**src/rtl/truth_table_sequencer_pkg.sv**
```systemverilog
// ----------------------------------------------------------------------------
// truth_table_sequencer_pkg: shared sizes and FSM state type for the sequencer
// Rev 1.0
// ----------------------------------------------------------------------------
`default_nettype none

package truth_table_sequencer_pkg;

  localparam int N_IN           = 4;
  localparam int N_OUT          = 10;
  localparam int N_ROWS         = 16;
  localparam int SETTLE_DEFAULT = 3;

  typedef enum logic [1:0] {
    ST_IDLE    = 2'd0,
    ST_DRIVE   = 2'd1,
    ST_CAPTURE = 2'd2,
    ST_DONE    = 2'd3
  } state_e;

endpackage

`default_nettype wire

```
**src/rtl/truth_table_ram.sv**
```systemverilog
// ----------------------------------------------------------------------------
// truth_table_ram: 16x10 result table, one write port, combinational read
// Rev 1.0
// ----------------------------------------------------------------------------
`default_nettype none

module truth_table_ram
  import truth_table_sequencer_pkg::*;
(
  input  logic             clk,
  input  logic             rst_n,
  input  logic             we,
  input  logic [N_IN-1:0]  wr_addr,
  input  logic [N_OUT-1:0] wr_data,
  input  logic [N_IN-1:0]  rd_addr,
  output logic [N_OUT-1:0] rd_data
);

  logic [N_OUT-1:0] mem_q [N_ROWS];

  always_ff @(posedge clk or negedge rst_n) begin
    if (!rst_n) begin
      for (int i = 0; i < N_ROWS; i++) begin
        mem_q[i] <= '0;
      end
    end else if (we) begin
      mem_q[wr_addr] <= wr_data;
    end
  end

  assign rd_data = mem_q[rd_addr];

endmodule

`default_nettype wire

```
**src/rtl/truth_table_sequencer.sv**
```systemverilog
// ----------------------------------------------------------------------------
// truth_table_sequencer: steps a 4-bit code through 0..15, captures f_in per code
// Rev 1.0
// ----------------------------------------------------------------------------
`default_nettype none

module truth_table_sequencer
  import truth_table_sequencer_pkg::*;
#(
  parameter int unsigned SETTLE = SETTLE_DEFAULT
) (
  input  logic             clk,
  input  logic             rst_n,
  input  logic             start,
  input  logic             abort,
  input  logic [N_OUT-1:0] f_in,
  output logic [N_IN-1:0]  wxyz,
  output logic             busy,
  output logic             done,
  output logic             valid,
  input  logic [N_IN-1:0]  rd_addr,
  output logic [N_OUT-1:0] rd_data,
  output logic [N_OUT-1:0] sig
);

  localparam logic [N_IN-1:0] SETTLE_CNT = N_IN'(SETTLE);
  localparam logic [N_IN-1:0] LAST_CODE  = N_IN'(N_ROWS - 1);

  state_e           state_q, state_d;
  logic [N_IN-1:0]  code_q,  code_d;
  logic [N_IN-1:0]  cnt_q,   cnt_d;
  logic [N_OUT-1:0] sig_q,   sig_d;
  logic             valid_q, valid_d;
  logic             busy_q,  busy_d;
  logic             done_q,  done_d;
  logic [N_IN-1:0]  wxyz_q,  wxyz_d;
  logic             row_we;

  always_comb begin
    state_d = state_q;
    code_d  = code_q;
    cnt_d   = cnt_q;
    sig_d   = sig_q;
    valid_d = valid_q;
    row_we  = 1'b0;

    case (state_q)
      ST_IDLE: begin
        if (start && !abort) begin
          state_d = ST_DRIVE;
          code_d  = '0;
          cnt_d   = SETTLE_CNT;
          sig_d   = '0;
          valid_d = 1'b0;
        end
      end
      ST_DRIVE: begin
        if (abort) begin
          state_d = ST_IDLE;
        end else if (cnt_q == '0) begin
          state_d = ST_CAPTURE;
        end else begin
          cnt_d = cnt_q - 1'b1;
        end
      end
      ST_CAPTURE: begin
        // Abort suppresses the write of the row being captured
        if (abort) begin
          state_d = ST_IDLE;
        end else begin
          row_we = 1'b1;
          sig_d  = sig_q ^ f_in;
          if (code_q == LAST_CODE) begin
            state_d = ST_DONE;
            valid_d = 1'b1;
          end else begin
            state_d = ST_DRIVE;
            code_d  = code_q + 1'b1;
            cnt_d   = SETTLE_CNT;
          end
        end
      end
      ST_DONE: begin
        state_d = ST_IDLE;
      end
      default: begin
        state_d = ST_IDLE;
      end
    endcase

    // Outputs registered from the next state so they track state_q exactly
    busy_d = (state_d == ST_DRIVE) || (state_d == ST_CAPTURE);
    done_d = (state_d == ST_DONE);
    wxyz_d = busy_d ? code_d : '0;
  end

  always_ff @(posedge clk or negedge rst_n) begin
    if (!rst_n) begin
      state_q <= ST_IDLE;
      code_q  <= '0;
      cnt_q   <= '0;
      sig_q   <= '0;
      valid_q <= 1'b0;
      busy_q  <= 1'b0;
      done_q  <= 1'b0;
      wxyz_q  <= '0;
    end else begin
      state_q <= state_d;
      code_q  <= code_d;
      cnt_q   <= cnt_d;
      sig_q   <= sig_d;
      valid_q <= valid_d;
      busy_q  <= busy_d;
      done_q  <= done_d;
      wxyz_q  <= wxyz_d;
    end
  end

  truth_table_ram u_ram (
    .clk     (clk),
    .rst_n   (rst_n),
    .we      (row_we),
    .wr_addr (code_q),
    .wr_data (f_in),
    .rd_addr (rd_addr),
    .rd_data (rd_data)
  );

  assign wxyz  = wxyz_q;
  assign busy  = busy_q;
  assign done  = done_q;
  assign valid = valid_q;
  assign sig   = sig_q;

endmodule

`default_nettype wire

```
**config.mk**
```make
export PLATFORM = sky130hd
export DESIGN_NAME = truth_table_sequencer
export DESIGN_NICKNAME = d
export VERILOG_FILES = /design/src/rtl/truth_table_sequencer_pkg.sv /design/src/rtl/truth_table_ram.sv /design/src/rtl/truth_table_sequencer.sv
export SDC_FILE = /design/constraint.sdc
export NUM_CORES = 1
export LEC_CHECK = 0
export CAP_MARGIN = 30
export CORE_MARGIN = 5
export CORE_UTILIZATION = 38
export DETAILED_ROUTE_END_ITERATION = 10
export GPL_ROUTABILITY_DRIVEN = 1
export HOLD_SLACK_MARGIN = 0.15
export MAX_ROUTING_LAYER = met4
export SLEW_MARGIN = 20
export SYNTH_ARGS = -nofsm -noshare
export SYNTH_HDL_FRONTEND = slang
export SYNTH_SLANG_ARGS = --single-unit
```
**constraint.sdc**
```tcl
create_clock -name clk -period 8.65 [get_ports clk]
set_input_delay 2.595 -clock clk [delete_from_list [all_inputs] [get_ports clk]]
set_output_delay 2.595 -clock clk [all_outputs]
set_load 0.005 [all_outputs]
```
-- Word-level counts from Yosys, hierarchy flattened
Cells that the tools add are included.
- add/subtract/negate cells: 2
- order comparisons: 3
- equal/unequal tests: 13
- mux-type cells: 32
- bitwise operators: 3
- reductions and logical operators: 11
- operators by type and width (kind ; number):
    $bwmux 160 ; 1
    $mux 10 ; 5
    $bmux 10 s4 ; 1
    $demux 10 s4 ; 1
    $mux 4 ; 9
    $pmux 10 s2 ; 1
    $ne 2x2->1 const B ; 6
    $pmux 4 s3 ; 1
    $ge 5x5->1 const B ; 2
    $mux 2 ; 5
    $not 4->5 ; 2
    $xor 10x10->10 ; 1
    $eq 2x2->1 const B ; 4
    $pmux 2 s4 ; 1
    $pmux 4 s2 ; 1
    $reduce_and 6->1 ; 1
    $lt 5x1->1 const B ; 1
    $mux 1 ; 5
    $add 4x1->4 const B ; 1
    $eq 2x1->1 const B ; 2
    $eq 4x4->1 const B ; 1
    $logic_not 4->1 ; 1
    $reduce_and 4->1 ; 1
    $sub 4x1->4 const B ; 1
    8 further kinds ; 9
- bits in registers: 187
- input bits: 18
- output and inout port bits: 27
- word-level logic and storage cells: 88

-- Depth between registers and ports, before layout
Gate-level depths: netlist of the first run.
- depth in word-level cells: 7
- gate-level depth with buffers: 8
- gate-level depth less buffers: 7

-- Hierarchy
From an unflattened synthesis of the first run, not the netlist that was laid out.
- cell total of the unflattened synthesis: 569
- area, all modules: 8555.7 µm²
- by module, submodules not included (module ; times used ; cells each ; area each (µm²) ; sequential area each (µm²)):
    truth_table_ram ; 1 ; 449 ; 7285.7 ; 4003.8
    truth_table_sequencer ; 1 ; 120 ; 1270.0 ; 675.6

-- Least setup slack after synthesis of the first run
No wires, ideal clock.
- path type: input to output
- start: input port rd_addr[0]
- end: output port rd_data[0]
- arrival: 3785 ps
- data required time: 6055 ps
- slack: 2270 ps
- stages on the path: 5
- buffers on the path: 2
- cell sequence: clkbuf_1 > buf_2 > mux4_2 > a22oi_1 > nand2_1
- cells in the longest elaborated chain, start to end: 4
- ends and longest elaborated chain (item ; RTL line ; source):
    start, declared ; truth_table_sequencer.sv:21 ; input logic [N_IN-1:0] rd_addr,
    $not 4->5 (not written as such) ; truth_table_ram.sv:31 ; assign rd_data = mem_q[rd_addr];
    $bmux 10 s4 ; truth_table_ram.sv:31 ;
    $mux 10 (not written as such) (2 in series) ; truth_table_ram.sv:31 ;
    end, declared ; truth_table_sequencer.sv:22 ; output logic [N_OUT-1:0] rd_data,
Every way passes these cells. The select of a mux whose other input is x is not followed.

-- Worst setup path in the final report of the first run
- start: input port rd_addr[3]
- end: output port rd_data[4]
Same word-level chain as after synthesis.

==> metrics.cfg, run 1 <==
[outcome]
status=finished clean

[floorplanning]
die_h_um=160
fp-row-count=55
fp.dieArea_um2=25700
fp.dieW_um=160
initial_core_util_pct=38.3
core_um2=22400
ios=45

[final_layout]
final_common_cell=dfrtp_1
final_area_um2=9940
final_cell_mix=dfrtp_1, mux2_2, clkdlybuf4s50_1
drive_above_1_share_pct=42.6
layout.cells.non_filler=910
n_antenna_cell=0
nNetsFinal=637
nFillCells=1980
syn2layout_area_growth_pct=15.7

[logic_synthesis]
syn_area_per_cell_um2=15.0
synthesis.area_um2=8590
synthTopCellsByArea=dfrtp_1, mux2_2, mux4_2, a22oi_1, nand3_4
yosysTopAreaCell=dfrtp_1
yosysWarnings=0
netlist_instances=571
synth_nets=596
ys_seq_elements=187
synth_seq_area_share_pct=54.5
synth_top_area_share_pct=54.5
synth_cell_types=45

[flow_run]
drv_cap=0

[power]
p_leak_nw=4.72
power_density_nw_per_um2=193
power.total_w=0.00192
ir_drop_mv=0.113

[setup_path]
critPathMaxStageDelay_ps=740
worst_path_max_delay_cell=nor2b_1
crit_path_start_kind=input pin
cpMostUsedCell=clkdlybuf4s50_1
cp.required_ps=6060
worstPathCellList=clkdlybuf4s50_1 > nor2b_1 > a22oi_1 > nand2_1 > clkdlybuf4s50_1
critPathKind=input pin to output pin
critical_path.max_fanout=10
path_delay_family=buffers and inverters
cp_data_arrival_time_ps=4800
path_buf_inv=2
end_kind=output pin

[drt]
vias_per_cell=5.38
drtIter0Drc=349
drc=0
firstDrtPassIters=4
wl_per_cell_um=20.3
ant_nets=0
vias=4892
totalWireLength_um=18400

[timing]
slew_headroom_pct=36.8
worst_pin_slew_ps=947
hold_ws_ps=500
setup_viol=0
fmax_mhz=135
finalSetupTns_ps=0
rsz0062_at_grt=no
hold_violations=0
finalClockSkew_ps=7.48
maxSlewViolCount=0
fin_crit_sh_pct=85.5
fin_crit_ps=7400

[placement]
dp_cells=877
numPortBuffers=44
dpl-instance-area_um2=9300
dp_hpwl_um=12600
place.gp.congestion=0.786

[global_route]
grt_max_degree=87
overflow=0
grt_pass1_vias=5308
track_usage_pct=15.5
antenna_found_initial=0
grt_pass1_wl_um=30400

[clocking]
worstSkewPairLatency_ps=440
cts_setup_buffers=0
cts_max_path_buffers=2
htreeDepth=4
cts_resized=0
root_buffer=clkbuf_16
clock-sinks=187
ctsHoldBuffers=0
cts_buffers=17
tritoncts=built
cts.clk_slew.worst_paths_ps=70

[hold_path]
hp-class=register to register

## flip-flops by register name (all words and copies together), names as in the netlist
| signal | flops |
|---|---|
| u_ram.mem_q | 160 |
| cnt_q | 4 |
| busy | 1 |
| sig | 10 |
| done | 1 |
| code_q | 4 |
| wxyz | 4 |
| valid | 1 |
| state_q | 2 |
## per-layer routing
layer / wire, µm / track usage, %
met2: 9580 / 26.1
met4: 360 / 5.36
met3: 503 / 2.13
met5: 0 / -
met1: 7980 / 19.5
## Yosys cell counts (all sizes together)
master and n:
mux2i 1, nor4 2, xor2 10, clkbuf 17, and3 1, and4 1, a211oi 1, o31ai 2
a22o 1, ha 7, mux2 161, nand2b 4, a21bo 1, or2 1, nor3 1, and2 6
a31oi 1, o22a 1, nand3 10, mux4 40, nor3b 1, a22oi 20, nor2b 4, nor2 19
dfrtp 187, o32ai 1, o21ai 5, a2bb2oi 2, nand4b 1, a21oi 6, nor4b 1, inv 8
or4 1, nand2 31, buf 15
## final cells by class
class | count | area (µm²) | share of cell area (%)
clock buffer | 17 | 425 | 4.28
clock inverter | 15 | 203 | 2.04
inverter | 8 | 30.0 | 0.302
multi-input combinational | 344 | 3730 | 37.5
sequential | 187 | 4680 | 47.1
tap | 285 | 357 | 3.59
timing repair buffer | 54 | 519 | 5.22
## where the power goes
| group | leakage, nW | internal, W | total, W | switching, W |
|---|---|---|---|---|
| clock network | 0.309 | 0.000468 | 0.000830 | 0.000363 |
| logic | 1.81 | 0.0000726 | 0.000166 | 0.0000938 |
| registers | 2.60 | 0.000902 | 0.000926 | 0.0000244 |
## through the flow
stage / utilization, % / worst slack, ps
6_report: 44.3 / 1250
5_1_grt: 44.3 / 1140
4_1_cts: 44.3 / 1260
3_5_place_dp: 41.5 / 1260
3_3_place_gp: 41.4 / 1180
2_1_floorplan: - / 2270
## worst paths after layout
path	from	to	slack [ps]	cells after the start
hold reg to reg	u_ram.mem_q[46]$_DFFE_PN0P_	u_ram.mem_q[46]$_DFFE_PN0P_	500	1
setup / recovery	rd_addr[3]	rd_data[4]	1250	5
max in group asynchronous	rst_n	u_ram.mem_q[122]$_DFFE_PN0P_	5180	2
min in group asynchronous	rst_n	u_ram.mem_q[89]$_DFFE_PN0P_	2220	1
setup reg to reg	state_q[0]$_DFF_PN0_	u_ram.mem_q[21]$_DFFE_PN0P_	6480	5
hold / removal	u_ram.mem_q[46]$_DFFE_PN0P_	u_ram.mem_q[46]$_DFFE_PN0P_	500	1
## cells by family after synthesis
logic type	after synthesis	synth area share, %
AO/OA/AOI/OAI	41	3.35
XOR/XNOR	10	1.02
adder cells (fa/ha/maj)	7	1.02
buffers and inverters	40	2.24
flip-flops	187	54.5
multiplexers	202	31.7
AND/OR/NAND/NOR	84	6.20
Power figures use the tool's default switching activity.
==> run 2: changes to the inputs <==
--- a/config.mk
+++ b/config.mk
@@ -11,7 +11,6 @@
 export DETAILED_ROUTE_END_ITERATION = 10
 export GPL_ROUTABILITY_DRIVEN = 1
 export HOLD_SLACK_MARGIN = 0.15
-export MAX_ROUTING_LAYER = met4
 export SLEW_MARGIN = 20
 export SYNTH_ARGS = -nofsm -noshare
 export SYNTH_HDL_FRONTEND = slang
==> run 2 against run 1 <==
- worst hold slack better by 1.1 ps
- non-clock buffer count stayed put
- critical path depth stayed put
- wire length hardly changed
- fmax hardly changed
- cell area stayed put
- power hardly changed
- sequential power hardly changed
- utilization stayed put
==> metrics.cfg, run 2 (synthesized netlist as in run 1, its figures left out) <==
[outcome]
status=finished clean  ; unchanged

[drt]
firstDrtPassIters=4  ; unchanged
ant_nets=0  ; unchanged
drc=0  ; unchanged
vias=4909  ; was 4,892
vias_per_cell=5.39  ; was 5.38
totalWireLength_um=18400  ; about the same
wl_per_cell_um=20.3  ; about the same
drtIter0Drc=346  ; was 349

[power]
pwr-share-clk_pct=43.2  ; about the same
power_density_nw_per_um2=194  ; was 193 nW/µm²
p_switching_w=0.000481  ; about the same
p_sw_share_pct=25.0  ; about the same
p_int_w=0.00144  ; about the same
ir_drop_mv=0.113  ; about the same
seqPwrFrac_pct=48.2  ; about the same
power_frac_comb_pct=8.7  ; about the same
p_leak_nw=4.72  ; unchanged

[clocking]
cts_resized=0  ; unchanged
cts_max_path_buffers=2  ; unchanged
root_buffer=clkbuf_16  ; unchanged
tritoncts=built  ; unchanged
clock-sinks=187  ; unchanged
cts_buffers=17  ; unchanged
ctsHoldBuffers=0  ; unchanged
htreeDepth=4  ; unchanged
cts_setup_buffers=0  ; unchanged
cts.clk_slew.worst_paths_ps=70  ; about the same
worstSkewPairLatency_ps=440  ; about the same

[final_layout]
drive_above_1_share_pct=42.6  ; unchanged
regMostFlops=u_ram.mem_q  ; unchanged
nFillCells=1980  ; unchanged
syn2layout_area_growth_pct=15.7  ; unchanged
final_common_cell=dfrtp_1  ; unchanged
nNetsFinal=637  ; unchanged
final_cell_mix=dfrtp_1, mux2_2, clkdlybuf4s50_1  ; unchanged
layout.cells.non_filler=910  ; unchanged
largest_reg_flops=160  ; unchanged
n_antenna_cell=0  ; unchanged
post-route-util_pct=44.3  ; unchanged

[floorplanning]
core_um2=22400  ; unchanged
fp.dieArea_um2=25700  ; unchanged
fp.dieW_um=160  ; unchanged
initial_core_util_pct=38.3  ; unchanged
fp-row-count=55  ; unchanged
ios=45  ; unchanged
die_h_um=160  ; unchanged

[placement]
dp_hpwl_um=12600  ; unchanged
dp_slack_ps=1260  ; unchanged
place.gp.congestion=0.776  ; was 0.786
dp_cells=877  ; unchanged
numPortBuffers=44  ; unchanged

[timing]
fmax_mhz=135  ; about the same
hold_violations=0  ; unchanged
fin_crit_sh_pct=85.5  ; about the same
setup_slack_ps=1260  ; was 1250 ps
finalClockSkew_ps=7.85  ; was 7.48 ps
finalSetupTns_ps=0  ; unchanged
worst_pin_slew_ps=964  ; was 947 ps
maxSlewViolCount=0  ; unchanged
slew_headroom_pct=35.8  ; was 36.8%
fin_crit_ps=7390  ; was 7400 ps
setup_viol=0  ; unchanged
rsz0062_at_grt=no  ; unchanged

[global_route]
grt_pass1_vias=5307  ; was 5,308
antenna_found_initial=0  ; unchanged
grt_max_degree=87  ; unchanged
grt_pass1_wl_um=30400  ; about the same
overflow=0  ; unchanged
track_usage_pct=15.1  ; was 15.5%

[setup_path]
crit_path_start_kind=input pin  ; unchanged
critPathMaxStageDelay_ps=730  ; was 740 ps
critPathKind=input pin to output pin  ; unchanged
cpMostUsedCell=clkdlybuf4s50_1  ; unchanged
critical_path.max_fanout=10  ; unchanged
worstPathCellList=clkdlybuf4s50_1 > nor2b_1 > a22oi_1 > nand2_1 > clkdlybuf4s50_1  ; unchanged
cp_data_arrival_time_ps=4800  ; about the same
end_kind=output pin  ; unchanged
worst_path_max_delay_cell=nor2b_1  ; unchanged
cp.required_ps=6060  ; about the same

[hold_path]
hp-class=register to register  ; unchanged

[flow_run]
drv_cap=0  ; unchanged

==> run 2: cell counts in the layout (fill, tap and decap cells not counted) <==
No cell type changed its count.
==> run 2: worst paths after layout <==
kind	startpoint	end	slack (ps)	depth (start not counted)
worst max register to register	state_q[0]$_DFF_PN0_	u_ram.mem_q[21]$_DFFE_PN0P_	6480	5
min in group asynchronous	rst_n	u_ram.mem_q[89]$_DFFE_PN0P_	2220	1
max in group asynchronous	rst_n	u_ram.mem_q[122]$_DFFE_PN0P_	5180	2
worst max-delay path	rd_addr[3]	rd_data[4]	1260	5
worst min register to register	u_ram.mem_q[137]$_DFFE_PN0P_	u_ram.mem_q[137]$_DFFE_PN0P_	500	1
worst min-delay path	u_ram.mem_q[137]$_DFFE_PN0P_	u_ram.mem_q[137]$_DFFE_PN0P_	500	1
==> run 2: routing by layer <==
layer | wire length [µm] | track usage, %
met5 | 0 | 0
met4 | 363 | 5.48
met3 | 398 | 2.13
met2 | 9640 | 26.0
met1 | 8040 | 19.6
==> run 2: layout make-up <==
type                       instances  area (µm²)  share of cell area, %
tap                              285         357                   3.59
sequential                       187        4680                   47.1
multi-input combinational        344        3730                   37.5
timing repair buffer              54         519                   5.22
clock buffer                      17         425                   4.28
clock inverter                    15         203                   2.04
inverter                           8        30.0                  0.302
==> run 2: metrics by stage <==
| stage | power (W) | instance area [µm²] | hold slack (ps) |
|---|---|---|---|
| floorplan | 0.00104 | 8590 | 474 |
| global placement | 0.00110 | 9300 | 480 |
| detailed placement | 0.00111 | 9300 | 485 |
| CTS | 0.00195 | 9930 | 504 |
| global route | 0.00200 | 9940 | 511 |
| finish | 0.00192 | 9940 | 501 |
==> run 2: power by group through the flow <==
| stage | registers, W | clock network, W | logic, W |
|---|---|---|---|
| after CTS | 0.000926 | 0.000853 | 0.000169 |
| after global placement | 0.000941 | 0 | 0.000163 |
| after floorplan | 0.000932 | 0 | 0.000103 |
| after detailed placement | 0.000943 | 0 | 0.000169 |
| after global routing | 0.000931 | 0.000885 | 0.000186 |
| final | 0.000926 | 0.000830 | 0.000167 |
==> run 2: worst max-delay path: cells and delay by family <==
family	cells	cell delay (ps)
buf+inv	2	1030
simple gates	2	910
compound gates	1	250
==> run 3: changes to the inputs <==
==> constraint.sdc (replaced) <==
create_clock -name clk -period 8.4 [get_ports clk]
set_input_delay 2.52 -clock clk [delete_from_list [all_inputs] [get_ports clk]]
set_output_delay 2.52 -clock clk [all_outputs]
set_load 0.005 [all_outputs]
==> run 3 against run 2 <==
- clock-buffer cell count increased by 4
- utilization down 0.11 points
- sequential share of layout area grew 0.11 points
- sequential power rose by 3.1%
- clock skew hardly changed
- clock power fell by 2%
- combinational power up 3%
- non-clock buffer count unchanged
- worst setup slack worse by 270 ps
- via count about the same
- worst hold slack about the same
- first-iteration DRC count is 6.4% lower
- critical endpoint unchanged
==> metrics.cfg, run 3 (synthesized netlist as in run 1, its figures left out) <==
[final_layout]
nFillCells=1958  ; was 1,980
nNetsFinal=637  ; unchanged
n_antenna_cell=0  ; unchanged
syn2layout_area_growth_pct=15.4  ; was 15.7%
drive_above_1_share_pct=42.4  ; was 42.6%
final_cell_mix=dfrtp_1, mux2_2, clkdlybuf4s50_1  ; unchanged
regMostFlops=u_ram.mem_q  ; unchanged
layout.cells.non_filler=910  ; unchanged
final_common_cell=dfrtp_1  ; unchanged
largest_reg_flops=160  ; unchanged

[floorplanning]
fp.dieArea_um2=25700  ; unchanged
fp-row-count=55  ; unchanged
die_h_um=160  ; unchanged
core_um2=22400  ; unchanged
ios=45  ; unchanged
fp.dieW_um=160  ; unchanged
initial_core_util_pct=38.3  ; unchanged

[setup_path]
path_buf_inv=2  ; unchanged
worstPathCellList=clkdlybuf4s50_1 > nor2b_1 > a22oi_1 > nand2_1 > clkdlybuf4s50_1  ; unchanged
critPathKind=input pin to output pin  ; unchanged
cpMostUsedCell=clkdlybuf4s50_1  ; unchanged
end_kind=output pin  ; unchanged
path_delay_family=buffers and inverters  ; unchanged
worst_path_max_delay_cell=nor2b_1  ; unchanged
cp_data_arrival_time_ps=4890  ; was 4800 ps
critical_path.max_fanout=10  ; unchanged
critPathMaxStageDelay_ps=810  ; was 730 ps
crit_path_start_kind=input pin  ; unchanged
cp.required_ps=5880  ; was 6060 ps

[global_route]
track_usage_pct=15.3  ; was 15.1%
grt_max_degree=87  ; unchanged
grt_pass1_vias=5335  ; was 5,307
grt_pass1_wl_um=30800  ; was 30,400 µm
antenna_found_initial=0  ; unchanged
overflow=0  ; unchanged

[clocking]
cts_resized=0  ; unchanged
cts_max_path_buffers=2  ; unchanged
cts_buffers=17  ; unchanged
htreeDepth=4  ; unchanged
cts.clk_slew.worst_paths_ps=70  ; about the same
ctsHoldBuffers=0  ; unchanged
clock-sinks=187  ; unchanged
root_buffer=clkbuf_16  ; unchanged
worstSkewPairLatency_ps=430  ; was 440 ps
tritoncts=built  ; unchanged
cts_setup_buffers=0  ; unchanged

[power]
power_density_nw_per_um2=196  ; was 194 nW/µm²
p_leak_nw=4.71  ; was 4.72 nW
power.total_w=0.00194  ; was 0.00192 W
ir_drop_mv=0.129  ; was 0.113 mV

[timing]
fin_crit_sh_pct=88.2
setup_viol=0  ; unchanged
finalClockSkew_ps=7.63  ; was 7.85 ps
worst_pin_slew_ps=1010  ; was 964 ps
fin_crit_ps=7410
rsz0062_at_grt=no  ; unchanged
slew_headroom_pct=32.7  ; was 35.8%
fmax_mhz=135
hold_violations=0  ; unchanged
maxSlewViolCount=0  ; unchanged
finalSetupTns_ps=0  ; unchanged

[placement]
dp_cells=878  ; was 877
dp_hpwl_um=12500  ; was 12,600 µm
place.gp.congestion=0.729  ; was 0.776
numPortBuffers=44  ; unchanged

[flow_run]
drv_cap=0  ; unchanged

[drt]
drtIter0Drc=324  ; was 346
totalWireLength_um=18800  ; was 18,400 µm
vias=4906  ; was 4,909
wl_per_cell_um=20.6  ; was 20.3 µm
wl_met3_um=455  ; was 398 µm
firstDrtPassIters=4  ; unchanged
ant_nets=0  ; unchanged
drt-met1-wl_um=8600  ; was 8040 µm
dr_wl_met2_um=9360  ; was 9640 µm
top_layer_used=met4  ; unchanged
vias_per_cell=5.39  ; about the same
drc=0  ; unchanged

[hold_path]
hp-class=register to register  ; unchanged

[outcome]
status=finished clean  ; unchanged

## run 3: changes by cell type in the layout (fill, tap and decap cells not counted)
cell,previous run,this run
inv_8,3,1
clkinv_2,0,2
inv_6,5,2
clkbuf_8,0,3
bufinv_16,3,2
clkbuf_1,0,1
## run 3: stage by stage
step / instance area [µm²] / setup WS, ps / utilization, % / hold slack [ps]
after floorplan: 8590 / 2170 / - / 474
after global placement: 9300 / 967 / 41.4 / 476
after detailed placement: 9310 / 985 / 41.5 / 485
after CTS: 9920 / 985 / 44.2 / 503
after global routing: 9920 / 961 / 44.2 / 515
final: 9920 / 990 / 44.2 / 501
## run 3: metal layers
metal	up-vias	global-route usage, %
li1	2184	-
met1	2632	20.8
met2	67	25.3
met3	23	2.82
met4	0	4.54
met5	-	0
## run 3: worst paths after layout
| kind | startpoint | cells past startpoint | to | slack [ps] |
|---|---|---|---|---|
| max | rd_addr[3] | 5 | rd_data[4] | 990 |
| min | u_ram.mem_q[98]$_DFFE_PN0P_ | 1 | u_ram.mem_q[98]$_DFFE_PN0P_ | 500 |
| max reg2reg | state_q[0]$_DFF_PN0_ | 5 | u_ram.mem_q[27]$_DFFE_PN0P_ | 6170 |
| min reg2reg | u_ram.mem_q[98]$_DFFE_PN0P_ | 1 | u_ram.mem_q[98]$_DFFE_PN0P_ | 500 |
| max in group asynchronous | rst_n | 2 | u_ram.mem_q[78]$_DFFE_PN0P_ | 4990 |
| min in group asynchronous | rst_n | 1 | u_ram.mem_q[89]$_DFFE_PN0P_ | 2140 |
## run 3: power breakdown
group | total (W) | leakage [nW] | switching [W] | internal, W
Combinational | 0.000172 | 1.81 | 0.0000976 | 0.0000745
Sequential | 0.000955 | 2.60 | 0.0000256 | 0.000929
Clock | 0.000816 | 0.300 | 0.000348 | 0.000468
Total | 0.00194 | 4.71 | 0.000472 | 0.00147
## run 3: area by class of cell
class,instances,area (µm²),area share (%)
timing repair buffer,54,519,5.24
multi-input combinational,344,3730,37.6
clock buffer,21,470,4.74
sequential,187,4680,47.2
inverter,8,30.0,0.303
tap,285,357,3.60
clock inverter,11,134,1.35
